File: src/rtl/load_store_unit.sv
// -----------------------------------------------------------------------------
// load_store_unit
//   Multi-cycle load/store unit sitting between the core's address/rs2 path and
//   a handshaked data memory port. The core is held with stall_o while an
//   access is in flight. Stores get byte enables and lane-replicated data;
//   loads return aligned, sign- or zero-extended data. Illegal, trapped
//   misaligned and timed-out accesses finish with a one-cycle err_o pulse.
//
//   Optional feature macro: LSU_MISALIGN_TRAP_EN
//     defined   : misaligned LH/LHU/SH/LW/SW are rejected through the error state
//     undefined : misaligned halfword/word accesses are forced to alignment
//
//   Ports
//     clk_i, reset_i          clock, asynchronous active-high reset
//     req_valid_i, ld_i, st_i access request and its direction
//     fun_3_i                 size/sign field (instr[14:12])
//     addr_i, wdata_i         byte address and store data
//     stall_o                 hold the core's PC
//     done_o, err_o, rdata_o  completion pulse, error pulse, extended load data
//     mem_req_o .. mem_wdata_o memory request side (registered)
//     mem_ack_i, mem_rdata_i  memory acknowledge and read word
// -----------------------------------------------------------------------------
module load_store_unit #(
   parameter int unsigned TIMEOUT = 15
) (
   input  logic        clk_i,
   input  logic        reset_i,
   input  logic        req_valid_i,
   input  logic        ld_i,
   input  logic        st_i,
   input  logic [2:0]  fun_3_i,
   input  logic [31:0] addr_i,
   input  logic [31:0] wdata_i,
   output logic        stall_o,
   output logic        done_o,
   output logic [31:0] rdata_o,
   output logic        err_o,
   output logic        mem_req_o,
   output logic        mem_we_o,
   output logic [31:0] mem_addr_o,
   output logic [3:0]  mem_be_o,
   output logic [31:0] mem_wdata_o,
   input  logic        mem_ack_i,
   input  logic [31:0] mem_rdata_i
);

   typedef enum logic [1:0] {
      ST_IDLE = 2'd0,
      ST_REQ  = 2'd1,
      ST_RESP = 2'd2,
      ST_ERR  = 2'd3
   } state_t;

   localparam logic [7:0] TIMEOUT_LAST = 8'(TIMEOUT - 1);

   state_t      state_q, state_d;
   logic [7:0]  cnt_q;
   logic [2:0]  fun_3_q;
   logic [1:0]  off_q;
   logic [31:0] rdata_q;
   logic        mem_req_q, mem_we_q;
   logic [31:0] mem_addr_q, mem_wdata_q;
   logic [3:0]  mem_be_q;

   logic        access_s, illegal_s;
   logic [3:0]  be_s;
   logic [31:0] wdata_s;

   // Select the addressed byte/half from the read word and extend it.
   function automatic logic [31:0] load_ext(input logic [2:0] f3, input logic [1:0] off,
                                            input logic [31:0] w);
      logic [7:0]  b;
      logic [15:0] h;
      case (off)
         2'd0:    b = w[7:0];
         2'd1:    b = w[15:8];
         2'd2:    b = w[23:16];
         default: b = w[31:24];
      endcase
      h = off[1] ? w[31:16] : w[15:0];
      case (f3)
         3'b000:  return {{24{b[7]}}, b};
         3'b001:  return {{16{h[15]}}, h};
         3'b100:  return {24'h000000, b};
         3'b101:  return {16'h0000, h};
         default: return w;
      endcase
   endfunction

   assign access_s = req_valid_i & (ld_i | st_i);

   // Legality of the presented access (opcode encoding and optional alignment trap).
   always_comb begin
      illegal_s = 1'b0;
      if (ld_i && st_i) begin
         illegal_s = 1'b1;
      end else if (ld_i) begin
         case (fun_3_i)
            3'b011, 3'b110, 3'b111: illegal_s = 1'b1;
            default:                illegal_s = 1'b0;
         endcase
      end else if (st_i) begin
         illegal_s = (fun_3_i > 3'b010);
      end else begin
         illegal_s = 1'b0;
      end
`ifdef LSU_MISALIGN_TRAP_EN
      if ((fun_3_i[1:0] == 2'b01) && addr_i[0]) begin
         illegal_s = 1'b1;
      end else if ((fun_3_i[1:0] == 2'b10) && (addr_i[1:0] != 2'b00)) begin
         illegal_s = 1'b1;
      end else begin
         illegal_s = illegal_s;
      end
`endif
   end

   // Byte enables and lane replication; misaligned halves/words are forced aligned.
   always_comb begin
      case (fun_3_i[1:0])
         2'b00: begin
            be_s    = 4'b0001 << addr_i[1:0];
            wdata_s = {4{wdata_i[7:0]}};
         end
         2'b01: begin
            be_s    = addr_i[1] ? 4'b1100 : 4'b0011;
            wdata_s = {2{wdata_i[15:0]}};
         end
         default: begin
            be_s    = 4'b1111;
            wdata_s = wdata_i;
         end
      endcase
      if (ld_i) begin
         be_s = 4'b1111;
      end else begin
         be_s = be_s;
      end
   end

   // FSM state register.
   always_ff @(posedge clk_i or posedge reset_i) begin
      if (reset_i) begin
         state_q <= ST_IDLE;
      end else begin
         state_q <= state_d;
      end
   end

   // FSM next state; an ack on the timeout edge takes priority.
   always_comb begin
      state_d = state_q;
      case (state_q)
         ST_IDLE: begin
            if (access_s) begin
               state_d = illegal_s ? ST_ERR : ST_REQ;
            end else begin
               state_d = ST_IDLE;
            end
         end
         ST_REQ: begin
            if (mem_ack_i) begin
               state_d = ST_RESP;
            end else if (cnt_q == TIMEOUT_LAST) begin
               state_d = ST_ERR;
            end else begin
               state_d = ST_REQ;
            end
         end
         ST_RESP: state_d = ST_IDLE;
         ST_ERR:  state_d = ST_IDLE;
         default: state_d = ST_IDLE;
      endcase
   end

   // FSM outputs decoded from the state register.
   always_comb begin
      stall_o = (state_q == ST_REQ) || (state_q == ST_ERR) ||
                ((state_q == ST_IDLE) && access_s);
      done_o  = (state_q == ST_RESP) || (state_q == ST_ERR);
      err_o   = (state_q == ST_ERR);
   end

   // Request latch, timeout counter and load data capture.
   always_ff @(posedge clk_i or posedge reset_i) begin
      if (reset_i) begin
         cnt_q       <= 8'd0;
         fun_3_q     <= 3'd0;
         off_q       <= 2'd0;
         rdata_q     <= 32'd0;
         mem_req_q   <= 1'b0;
         mem_we_q    <= 1'b0;
         mem_addr_q  <= 32'd0;
         mem_be_q    <= 4'd0;
         mem_wdata_q <= 32'd0;
      end else begin
         mem_req_q <= (state_d == ST_REQ);
         if (state_q != ST_REQ) begin
            cnt_q <= 8'd0;
         end else if (state_d == ST_REQ) begin
            cnt_q <= cnt_q + 8'd1;
         end else begin
            cnt_q <= cnt_q;
         end
         if ((state_q == ST_IDLE) && (state_d == ST_REQ)) begin
            fun_3_q     <= fun_3_i;
            off_q       <= addr_i[1:0];
            mem_we_q    <= st_i;
            mem_addr_q  <= {addr_i[31:2], 2'b00};
            mem_be_q    <= be_s;
            mem_wdata_q <= wdata_s;
         end
         if ((state_q == ST_REQ) && mem_ack_i && !mem_we_q) begin
            rdata_q <= load_ext(fun_3_q, off_q, mem_rdata_i);
         end else if (state_d == ST_ERR) begin
            rdata_q <= 32'd0;
         end else begin
            rdata_q <= rdata_q;
         end
      end
   end

   assign rdata_o     = rdata_q;
   assign mem_req_o   = mem_req_q;
   assign mem_we_o    = mem_we_q;
   assign mem_addr_o  = mem_addr_q;
   assign mem_be_o    = mem_be_q;
   assign mem_wdata_o = mem_wdata_q;

endmodule

File: config.mk
export PLATFORM = sky130hd
export DESIGN_NAME = load_store_unit
export DESIGN_NICKNAME = d
export VERILOG_FILES = /design/src/rtl/load_store_unit.sv
export SDC_FILE = /design/constraint.sdc
export NUM_CORES = 1
export LEC_CHECK = 0
export ABC_AREA = 1
export CAP_MARGIN = 40
export CORE_UTILIZATION = 30
export CTS_BUF_LIST = sky130_fd_sc_hd__clkbuf_16
export CTS_CLUSTER_SIZE = 12
export DETAILED_ROUTE_END_ITERATION = 6
export PLACE_DENSITY = 0.61
export SLEW_MARGIN = 20
export SYNTH_ARGS = -nofsm -noshare
export SYNTH_HDL_FRONTEND = slang
export SYNTH_SLANG_ARGS = --single-unit
File: constraint.sdc
create_clock -name clk_i -period 4.8 [get_ports clk_i]
set_input_delay 0.72 -clock clk_i [delete_from_list [all_inputs] [get_ports clk_i]]
set_output_delay 0.72 -clock clk_i [all_outputs]
set_load 0.02 [all_outputs]
# After elaboration in Yosys (flattened, before gate mapping)
# Index checks and enable logic that the tools add are counted.
# op_classes
order_cmp,1
bitwise,2
n_reduce_logical,17
n_mux,20
addsub,1
n_eq_ne,16
shift,1
# op_table
cell,n
$pmux W32 S4,1
$mux W32,2
$pmux W32 S2,1
$pmux W8 S3,1
$mux W16,1
$mux W8,2
$eq A3 B3 Y1 const B,4
$add A8 B1 Y8 const B,1
$eq A2 B1 Y1 const B,4
$eq A2 B2 Y1 const B,4
$eq A8 B4 Y1 const B,1
$mux W2,4
$mux W4,2
$pmux W4 S2,1
$logic_not A2 Y1,3
$pmux W2 S3,1
$logic_and A1 B1 Y1,5
$mux W1,4
$reduce_bool A2 Y1,2
$shl A1 B2 Y4 const A,1
$eq A3 B1 Y1 const B,1
$eq A3 B2 Y1 const B,1
$gt A3 B2 Y1 const B,1
$logic_not A3 Y1,1
7 further kinds,9
# word_totals
wordCells,68
output_inout_bits,105
regBits,115
in_bits,105

# Depth between registers and ports, before layout
# depth
word_depth,11
ltp_mapped,11
depth_no_buf,9

# Worst setup path before layout
# Ideal clock, no wire load.
# synth_path
path_kind,input to register
startpoint,input fun_3_i[1]
endpoint,"register rdata_q[0], in the netlist rdata_o[0]"
t_arrival_ps,1699
slack_ps,2980
path_buffers,2
required_time_ps,4679
cell_stages,9
setup_time_ps,121
path_cell_list,buf_2 inv_1 o21bai_1 nand3_1 nand2_2 nand2_1 buf_2 nand3_1 nand2_1
# synth_between
elab_chain_cells,10
word_cells_on_any_way,14
cone_classes,order compare: 1; eq/ne: 4; mux: 7; reduce/logical: 2
# synth_rtl
element,line,rtl
start: declaration,31,"input logic [2:0] fun_3_i,"
$eq A3 B2 Y1 or $eq A3 B3 Y1 (tied branches),98,case (fun_3_i)
$reduce_or A3 Y1,98,
$mux W1,98,
$mux W1 *,97,end else if (ld_i) begin
$mux W1 *,95,if (ld_i && st_i) begin
$mux W2 *,156,state_d = illegal_s ? ST_ERR : ST_REQ;
$mux W2 *,155,if (access_s) begin
$pmux W2 S3 *,153,case (state_q)
named net state_d[1],56,"state_t state_q, state_d;"
$eq A2 B2 Y1 *,215,end else if (state_d == ST_ERR) begin
$reduce_bool A2 Y1 (no source line) *,n/a,
end signal: assignment,214,"rdata_q <= load_ext(fun_3_q, off_q, mem_rdata_i);"
end signal: assignment,218,rdata_q <= rdata_q;
end: declaration,60,logic [31:0] rdata_q;
# The timed path passes the listed nets; every way through them passes the cells marked *.
# A chain may end at the register's enable or synchronous reset.

# Final worst setup path
# layout_path
startpoint,input st_i
endpoint,output stall_o
# layout_between
elab_chain_cells,4
# layout_rtl
element,line,rtl
start: declaration,30,"input logic st_i,"
$or A1 B1 Y1,90,assign access_s = req_valid_i & (ld_i | st_i);
$and A1 B1 Y1,90,
$logic_and A1 B1 Y1,179,((state_q == ST_IDLE) && access_s);
$logic_or A1 B1 Y1,178,stall_o = (state_q == ST_REQ) || (state_q == ST_ERR) ||
end: declaration,34,"output logic stall_o,"
# No other way between the ends.

==> qor.log <==
[sta] Relative slew margins 45.9%
[drt] met3 routed wirelength 1360 um
[drt] per-cell via count in the routed design 4.72
[placed_design] DP HPWL 12600 um
[setup_path] startpoint class of the critical path primary input
[sta] Final TNS setup 0 ns
[min_path] hold path startpoint mem_wdata_o[14]
[sta] final worst-path cycle share 62.0%
[pwr] peak supply drop 294 uV
[run] reported max-cap violation count 0
[outcome] result of the run completed
[yosys] Post-Synthesis Cell Area 5820 um^2
[finish] area of all placed cells without fillers 8680 um^2
[finish] count of nets after finishing 1068
[die] number of placement rows 50
[clocking] maximum count of clock buffers along a single path 2
[sta] unrepaired setup endpoints after global routing false
[setup_path] Crit path max-delay family buffers and inverters
[sta] final-report hold violation count 0
[drt] met1 routed wirelength after detailed routing 8260 um
[yosys] most common cell in the synthesized netlist sky130_fd_sc_hd__nand2_1
[pwr] fraction of power consumed by the clock network 22.2%
[die] ports placed on the boundary 210
[setup_path] maximum single-stage delay on the critical path 0.60 ns
[clocking] number of sinks on the clock net 115
[yosys] Commonest cells post-synth sky130_fd_sc_hd__nand2_1, sky130_fd_sc_hd__nand3_1, sky130_fd_sc_hd__dfrtp_1
[yosys] simple-gate share of the synthesized area 35.0%
[sta] minimum clock period 2.98 ns
[placed_design] GP Congestion 0.813
[drt] highest metal layer with signal wires met4
[grt] GRT overflow 0
[clocking] Post-CTS Hold Fix Bufs 0
[placed_design] area of placed instances 8130 um^2
[finish] share of post-route cells with drive strength above 1 4.85%
[finish] count of antenna diodes in the layout 0
[yosys] post-synthesis sequential area ratio 49.4%
[clocking] H-tree level count 4
[yosys] combinational family with the most area after synthesis simple AND/OR/NAND/NOR gates
[pwr] switching part of the total 40.1%
[yosys] Post-Synthesis Cells 776
[setup_path] critical path's slowest cell sky130_fd_sc_hd__clkdlybuf4s50_1
[drt] post-DR wirelength/cell 14.8 um
[placed_design] number of port buffers 207
[sta] Final Slew Violations 0
[setup_path] largest fanout of any net on the critical path 4
[sta] achievable frequency 336 MHz
[yosys] Distinct cells, synth 26
[die] starting utilization of the core area 30.9%
[setup_path] worst r2r src state_q[0]
[setup_path] crit-path cells clkdlybuf4s50_1 -> nor2_1 -> nor2_1 -> inv_2 -> nand2_1 -> clkdlybuf4s50_1
[clocking] root buf cell sky130_fd_sc_hd__clkbuf_16
[pwr] internal power contribution 3150 uW
[drt] WL met2 8270 um
[setup_path] nature of the critical path endpoint output pin
[yosys] top-area cell type share of the netlist area 49.4%
[setup_path] critical path data required time 4.08 ns
[yosys] most used flip-flop cell after synthesis sky130_fd_sc_hd__dfrtp_1
[yosys] proportion of synthesized flip-flops having asynchronous set or reset 100%
[yosys] cells taking the most area after synthesis sky130_fd_sc_hd__dfrtp_1, sky130_fd_sc_hd__nand2_1, sky130_fd_sc_hd__nand3_1
[drt] Post-Route WL 18200 um
[finish] layout-stage area growth over the synthesis result 49.1%
[yosys] Synth Area per Inst 7.50 um^2
[clocking] Clock transition at path regs 0.05 ns
[clocking] # Post-CTS Setup Buffers 0
[pwr] Net Sw Power 2110 uW
[die] area of the core 18800 um^2
[drt] residual antenna-violating net count after detailed routing 0
[drt] via count 5802
[yosys] Yosys top cell by area sky130_fd_sc_hd__dfrtp_1
[grt] antenna violations before repair 0
[drt] first-pass detailed-route iteration total 5
[pwr] combinational share of power 46.6%
[sta] Worst Skew 0.00828 ns
[yosys] post-synthesis mux area share 0%
[min_path] Min-Delay Path Class register to register
[yosys] fraction of the mapped netlist area in compound gates 7.27%
[drt] number of design-rule violations left by the first detailed-router iteration 259
[die] overall die area 20000 um^2
[setup_path] Worst Setup SP st_i
[setup_path] kind of critical path primary input to output pin
[clocking] clock insertion delay at the later pin of the skew report 0.42 ns
[die] Die Span X 141 um
[setup_path] Arrival @ worst endpoint 2.26 ns
[sta] # setup viols final 0
[clocking] cells resized by post-CTS repair 0
[yosys] number of register bits inferred by synthesis 115
[sta] hold slack 0.477 ns
[clocking] TritonCTS clock tree built
[setup_path] number of buffers and inverters on the critical path 3
[pwr] leakage power 0.00425 uW
[drt] post-route DRC violation count 0
[grt] first-pass GRT wire length 29500 um
[pwr] register share of total power 31.1%
[pwr] power density over cell area 606 nW/um^2
[clocking] TritonCTS Buffers 17
[grt] maximum number of pins on one net before global-route repair 74
[die] floorplan die height 141 um
[yosys] synthesized-area fraction occupied by adder cells 0.430%
[sta] slew at the pin with the worst max-slew slack 0.809 ns
[yosys] synthesized-area fraction occupied by xor and xnor cells 0.451%
[yosys] number of synthesized flops with an enable pin 0
[yosys] total number of yosys warnings 0
[grt] total track usage 18.9%
[grt] number of global-route vias before repair 5616
-- cell families after synthesis --
| family | after synthesis |
|---|---|
| AND/OR/NAND/NOR | 479 |
| flip-flops | 115 |
| buffers and inverters | 99 |
| AO/OA/AOI/OAI | 77 |
| XOR/XNOR | 3 |
| adder cells (fa/ha/maj) | 2 |
| other | 1 |
-- area by class of cell --
type                       count  area, um^2
clock buffer                  17         425
clock inverter                11         100
fill                        1913       10200
inverter                      45         171
multi-input combinational    563        2540
sequential                   115        2880
tap                          260         325
timing repair buffer         219        2240
-- power by group through the flow --
stage               sequential [uW]  combinational, uW  clock, uW
finish                         1640               2460       1170
floorplan                      2020                965          0
CTS                            1640               2480       1200
global placement               1650               2430          0
global route                   1690               2690       1240
detailed placement             1640               2480          0
-- tightest hold or removal path, stage by stage, from the launching register on --
cell and delay [ns]:
sky130_fd_sc_hd__dfrtp_1 0.34, sky130_fd_sc_hd__nand2_1 0.05, sky130_fd_sc_hd__nand2_1 0.06
-- sequential cells by signal, summed over array words and instances, names as in the netlist --
| signal | cells |
|---|---|
| cnt_q | 8 |
| fun_3_q | 3 |
| mem_addr_o | 30 |
| mem_be_o | 4 |
| mem_req_o | 1 |
| mem_wdata_o | 32 |
| mem_we_o | 1 |
| off_q | 2 |
| rdata_o | 32 |
| state_q | 2 |
-- metrics by stage --
| step | std cells | setup WS [ns] | utilization (%) | power, uW |
|---|---|---|---|---|
| after global placement | 1198 | 1.60 | 42.7 | 4080 |
| final | 1230 | 1.82 | 46.1 | 5260 |
| after CTS | 1229 | 1.81 | 45.9 | 5330 |
| after detailed placement | 1201 | 1.75 | 43.1 | 4120 |
| after global routing | 1230 | 1.71 | 46.1 | 5620 |
| after floorplan | 777 | 1.04 | - | 2980 |
-- layer usage --
metal | GRT usage [%] | up-vias
li1 | - | 2865
met1 | 25.1 | 2716
met2 | 29.1 | 197
met3 | 6.04 | 24
met4 | 6.69 | 0
met5 | 0 | -
-- cell usage in the layout, fill, tap and decap left out, types with 2 or more instances in the layout --
cell / count
sky130_fd_sc_hd__nand3_1: 131
sky130_fd_sc_hd__bufinv_16: 2
sky130_fd_sc_hd__clkinv_1: 5
sky130_fd_sc_hd__clkbuf_16: 17
sky130_fd_sc_hd__inv_1: 42
sky130_fd_sc_hd__nand2_1: 301
sky130_fd_sc_hd__buf_4: 8
sky130_fd_sc_hd__buf_16: 4
sky130_fd_sc_hd__clkdlybuf4s50_1: 207
sky130_fd_sc_hd__nor2_1: 28
sky130_fd_sc_hd__dfrtp_1: 115
sky130_fd_sc_hd__conb_1: 2
sky130_fd_sc_hd__inv_2: 3
sky130_fd_sc_hd__o211ai_1: 13
sky130_fd_sc_hd__o21bai_1: 2
sky130_fd_sc_hd__nand4_1: 7
sky130_fd_sc_hd__nand3b_1: 2
sky130_fd_sc_hd__ha_1: 2
sky130_fd_sc_hd__xor2_1: 3
sky130_fd_sc_hd__nand2_2: 3
sky130_fd_sc_hd__clkinv_2: 2
sky130_fd_sc_hd__a21oi_1: 23
sky130_fd_sc_hd__o21ai_0: 39
-- worst paths after layout --
path	end	slack (ns)	depth (start not counted)
max	stall_o	1.82	6
min	mem_wdata_o[14]	0.48	2
max reg2reg	rdata_o[7]	2.01	8
min reg2reg	mem_wdata_o[14]	0.48	2
max in group asynchronous	mem_addr_o[8]	3.29	4
min in group asynchronous	cnt_q[7]	0.53	2
Note: power is estimated with default switching activity, not from simulation.
